[config.mk]
export PLATFORM = sky130hd
export DESIGN_NAME = fetch_unit
export DESIGN_NICKNAME = d
export VERILOG_FILES = /design/src/rtl/riscv_pkg.sv /design/src/rtl/fetch_unit.sv
export SDC_FILE = /design/constraint.sdc
export NUM_CORES = 1
export LEC_CHECK = 0
export CORE_ASPECT_RATIO = 1.2
export CORE_MARGIN = 1.5
export CORE_UTILIZATION = 30
export CTS_CLUSTER_DIAMETER = 40
export DETAILED_ROUTE_END_ITERATION = 8
export GPL_ROUTABILITY_DRIVEN = 0
export GPL_TIMING_DRIVEN = 0
export PLACE_DENSITY = 0.59
export SLEW_MARGIN = 20
export SYNTH_ARGS = -nofsm -noshare
export SYNTH_HDL_FRONTEND = slang
export SYNTH_SLANG_ARGS = --single-unit
export TNS_END_PERCENT = 100
[constraint.sdc]
create_clock -name clk -period 3.2 [get_ports clk]
set_input_delay 0.96 -clock clk [delete_from_list [all_inputs] [get_ports clk]]
set_output_delay 0.96 -clock clk [all_outputs]
set_load 0.005 [all_outputs]
[src/rtl/riscv_pkg.sv]
// riscv_pkg: shared core constants, opcodes and the fetch FSM state type
package riscv_pkg;
  localparam int XLEN = 32;
  localparam logic [XLEN-1:0] NOP_INSTR = 32'h0000_0013;
  localparam logic [6:0] OPC_LUI    = 7'b0110111;
  localparam logic [6:0] OPC_AUIPC  = 7'b0010111;
  localparam logic [6:0] OPC_JAL    = 7'b1101111;
  localparam logic [6:0] OPC_JALR   = 7'b1100111;
  localparam logic [6:0] OPC_BRANCH = 7'b1100011;
  localparam logic [6:0] OPC_LOAD   = 7'b0000011;
  localparam logic [6:0] OPC_STORE  = 7'b0100011;
  localparam logic [6:0] OPC_OP_IMM = 7'b0010011;
  localparam logic [6:0] OPC_OP     = 7'b0110011;
  typedef enum logic [1:0] {FETCH, HOLD, HALT} fetch_state_t;
endpackage

[src/rtl/fetch_unit.sv]
// fetch_unit: owns the PC, fetches over req/ack and holds the word until retire
module fetch_unit
  import riscv_pkg::*;
#(
  parameter logic [XLEN-1:0] RESET_PC = 32'h0000_0000
) (
  input  logic            clk,
  input  logic            rst_n,
  output logic            imem_req,
  output logic [XLEN-1:0] imem_addr,
  input  logic            imem_ack,
  input  logic [XLEN-1:0] imem_rdata,
  output logic [XLEN-1:0] instr,
  output logic [XLEN-1:0] pc,
  output logic            instr_valid,
  input  logic            retire,
  input  logic            branch_taken,
  input  logic [XLEN-1:0] branch_target,
  output logic            fetch_err
);
  fetch_state_t state_q, state_d;
  logic [XLEN-1:0] pc_q, pc_d, instr_q, instr_d;
  logic err_q, err_d;
  always_ff @(posedge clk or negedge rst_n) begin
    if (!rst_n) begin
      state_q <= FETCH;
      pc_q    <= RESET_PC;
      instr_q <= NOP_INSTR;
      err_q   <= 1'b0;
    end else begin
      state_q <= state_d;
      pc_q    <= pc_d;
      instr_q <= instr_d;
      err_q   <= err_d;
    end
  end
  always_comb begin
    state_d = state_q;
    pc_d    = pc_q;
    instr_d = instr_q;
    err_d   = err_q;
    case (state_q)
      FETCH: if (imem_ack) begin
        instr_d = imem_rdata;
        state_d = HOLD;
      end
      HOLD: if (retire) begin
        pc_d    = branch_taken ? branch_target : pc_q + 32'd4;
        state_d = FETCH;
        // a misaligned redirect stops the core until reset
        if (branch_taken && branch_target[1:0] != 2'b00) begin
          err_d   = 1'b1;
          instr_d = NOP_INSTR;
          state_d = HALT;
        end
      end
      default: ;
    endcase
  end
  assign imem_req    = rst_n && state_q == FETCH;
  assign imem_addr   = pc_q;
  assign pc          = pc_q;
  assign instr       = instr_q;
  assign instr_valid = state_q == HOLD;
  assign fetch_err   = err_q;
endmodule
==> summary.txt <==
Run status
  • Status: complete, no violations

Clock tree
  • H-tree Lvls: 3
  • Hold-fix buffers, CTS: 0
  • Clk sinks: 67
  • Reg clk slew, reported paths: 0.06 ns
  • Post-CTS Setup Bufs: 0
  • CTS tree: yes
  • Worst skew pair latency: 0.34 ns
  • TritonCTS Buffers: 9
  • CTS root buf: clkbuf_16
  • Resized Gates After CTS: 0
  • Clk buf depth: 2

Timing
  • Slew margin rel.: 45.1%
  • Top achievable clock speed: 0.334 GHz
  • Final period util: 93.6%
  • Post-route setup slack: 0.203 ns
  • Tmin final: 3.00 ns
  • Skew final: 0.00640 ns
  • Fin. max-slew vios: 0
  • Worst slew pin tran: 0.817 ns
  • RSZ-0062 raised after global routing: no
  • Endpoints failing setup: 0
  • Hold_ws: 0.477 ns
  • Final hold vios: 0
  • TNS Setup: 0 ns

Critical path
  • Origin of the critical flop-to-flop path: imem_addr[2]$_DFFE_PN0P_
  • Crit path launch: rst_n
  • Data required, critical path: 2.24 ns
  • Worst path arrival time: 2.04 ns
  • FF-to-FF End: imem_addr[28]$_DFFE_PN0P_
  • R2r setup slk: 1.04 ns
  • Worst setup SP type: input port
  • Critical Path End: imem_req
  • Crit path capture type: output port
  • Reg2reg path depth: 6
  • Crit path kind: input port to output port
  • Crit-path max FO: 27

Die
  • Initial Utilization: 30.6%
  • # IOs: 168
  • Chip width: 104 µm
  • Core ar.: 0.0121 mm²
  • Die area: 0.0130 mm²
  • Die height: 125 µm
  • Row count: 44

GRT
  • GRT busiest layer: met2
  • Met2 Use GR: 32.9%
  • Initial antenna violation count: 0
  • Grt met1 use: 22.3%
  • Largest net degree at the start of global routing: 43
  • Remaining Overflow, GRT: 0
  • GR Util All Layers: 19.4%
  • Met3 usage: 6.96%
  • First-pass GRT wire length: 20,000 µm
  • Vias in the first global route: 3,944

Route
  • # DRC: 0
  • Final Routed Wirelength: 12,300 µm
  • Routed Antenna Nets: 0
  • Wire per inst: 15.7 µm
  • Via density: 5.00
  • DRT Pass-1 Iters: 4
  • 1st-iter DRT viols: 208
  • Routed via count: 3,906

Logic synthesis
  • Mapped cell area: 0.00369 mm²
  • Seq cells post-synth: 67
  • Register area share after synthesis: 45.5%
  • Count leader, synth: nand2_1
  • Post-Synthesis Cells: 437
  • Synth top cells by count: nand2_1, dfrtp_1, o21ai_0
  • Post-synthesis async set-or-reset flop share: 100%
  • Syn_nets: 507
  • Avg Cell Area, Syn: 8.45 µm²
  • Top cell type's share of synthesized area: 43.4%
  • Top cells by area, synth: dfrtp_1, nand2_1, o21ai_0
  • Post-synth top flop: dfrtp_1
  • Post-synth top area cell: dfrtp_1
  • Synth unique cells: 45
  • Post-synth EDFFs: 0
  • Synth Warn #: 0

Run
  • Maxcap violations: 0

Worst hold path
  • Type of the worst min-delay path: flip-flop to flip-flop
  • Hold Crit Start: instr[21]$_DFFE_PN0P_

Place
  • HPWL after detailed placement: 9280 µm
  • Setup WS pre-CTS: 0.190 ns
  • PortBufs: 166

Power and ir drop
  • Max VDD drop: 0.236 mV
  • Pwr dens: 344 mW/mm²
  • Clock power frac: 50.5%
  • Sequential Power Share: 41.8%
  • Combinational share of power: 7.7%
  • Switch share: 21.9%
  • Int Pwr: 1.58 mW
  • Net Sw Power: 444 µW
  • Lkg Pwr: 2.59 nW

Final layout
  • Fin util: 48.8%
  • N_diodes: 0
  • Final nets: 685
  • Layout Area Growth over Synthesis: 59.4%
  • Fraction of layout cells with a size suffix above 1: 11.0%
routing by layer:
layer	share of wire (%)	wire length (µm)
met1	41	5010
met2	48	5940
met3	9.3	1150
met4	1.4	178
met5	0	0
registers in the layout, summed over array words and instances (netlist names):
signal and flops:
imem_addr 32, instr 32, state_q 2, fetch_err 1
worst min path at each step:
| stage | endpoint | cells past startpoint |
|---|---|---|
| after floorplan | fetch_err$_DFFE_PN0P_ | 1 |
| after global placement | fetch_err$_DFFE_PN0P_ | 1 |
| after detailed placement | fetch_err$_DFFE_PN0P_ | 1 |
| after CTS | instr[1]$_DFFE_PN1P_ | 2 |
| after global routing | instr[1]$_DFFE_PN1P_ | 2 |
| final | instr[21]$_DFFE_PN0P_ | 2 |
per-stage QoR:
stage               cells  area [µm²]  total power, mW
finish                781        5890             2.03
detailed placement    765        5580             1.02
global route          781        5890             2.10
CTS                   781        5890             2.05
global placement      764        5560             1.02
floorplan             437        3690            0.901
critical path, stage by stage:
cell	delay, ns
buf_4	0.34
and2_1	0.19
clkdlybuf4s50_1	0.52
cell families after synthesis:
| group | synth area share [%] |
|---|---|
| compound gates | 18.0 |
| fa+ha+maj | 0.339 |
| buf+inv | 9.86 |
| flops | 45.5 |
| mux | 1.96 |
| simple gates | 24.3 |
cell usage in the layout (no fill, tap or decap), types with 2 or more instances in the layout:
| cell | n |
|---|---|
| a21oi_1 | 27 |
| nor4_1 | 4 |
| inv_1 | 6 |
| and3_1 | 7 |
| a211oi_1 | 2 |
| o22ai_1 | 4 |
| buf_2 | 3 |
| mux2_2 | 2 |
| and2_1 | 2 |
| dfstp_2 | 3 |
| nor2b_1 | 3 |
| a31o_2 | 3 |
| a211o_1 | 2 |
| clkbuf_8 | 2 |
| a2bb2oi_1 | 3 |
| buf_4 | 33 |
| nor3_1 | 10 |
| a31oi_1 | 5 |
| mux2i_1 | 5 |
| a41o_1 | 2 |
| nor4_4 | 2 |
| clkbuf_16 | 9 |
| nand3_1 | 21 |
| a22oi_1 | 2 |
| or3_1 | 4 |
| clkbuf_1 | 23 |
| dfrtp_1 | 64 |
| nand4_1 | 10 |
| clkdlybuf4s50_1 | 165 |
| a21o_1 | 4 |
| a311oi_1 | 2 |
| nand2_1 | 82 |
| nor2_1 | 29 |
| o21ai_0 | 56 |
| clkinvlp_4 | 2 |
power groups by stage:
stage          clock network (mW)  logic [mW]  registers (mW)
2_1_floorplan                   0      0.0379           0.863
3_3_place_gp                    0       0.152           0.863
3_5_place_dp                    0       0.157           0.863
4_1_cts                      1.04       0.158           0.848
5_1_grt                      1.08       0.172           0.847
6_report                     1.02       0.156           0.848
layout make-up:
class                           instances  area (µm²)
Fill cell                            1199        6170
Buffer                                 58         342
Clock inverter                          4        50.0
Multi-Input combinational cell        306        1650
Inverter                                6        22.5
Timing Repair Buffer                  167        1690
Sequential cell                        67        1680
Clock buffer                           12         256
Tap cell                              161         201
No activity file was read; power rests on OpenSTA's default activity.
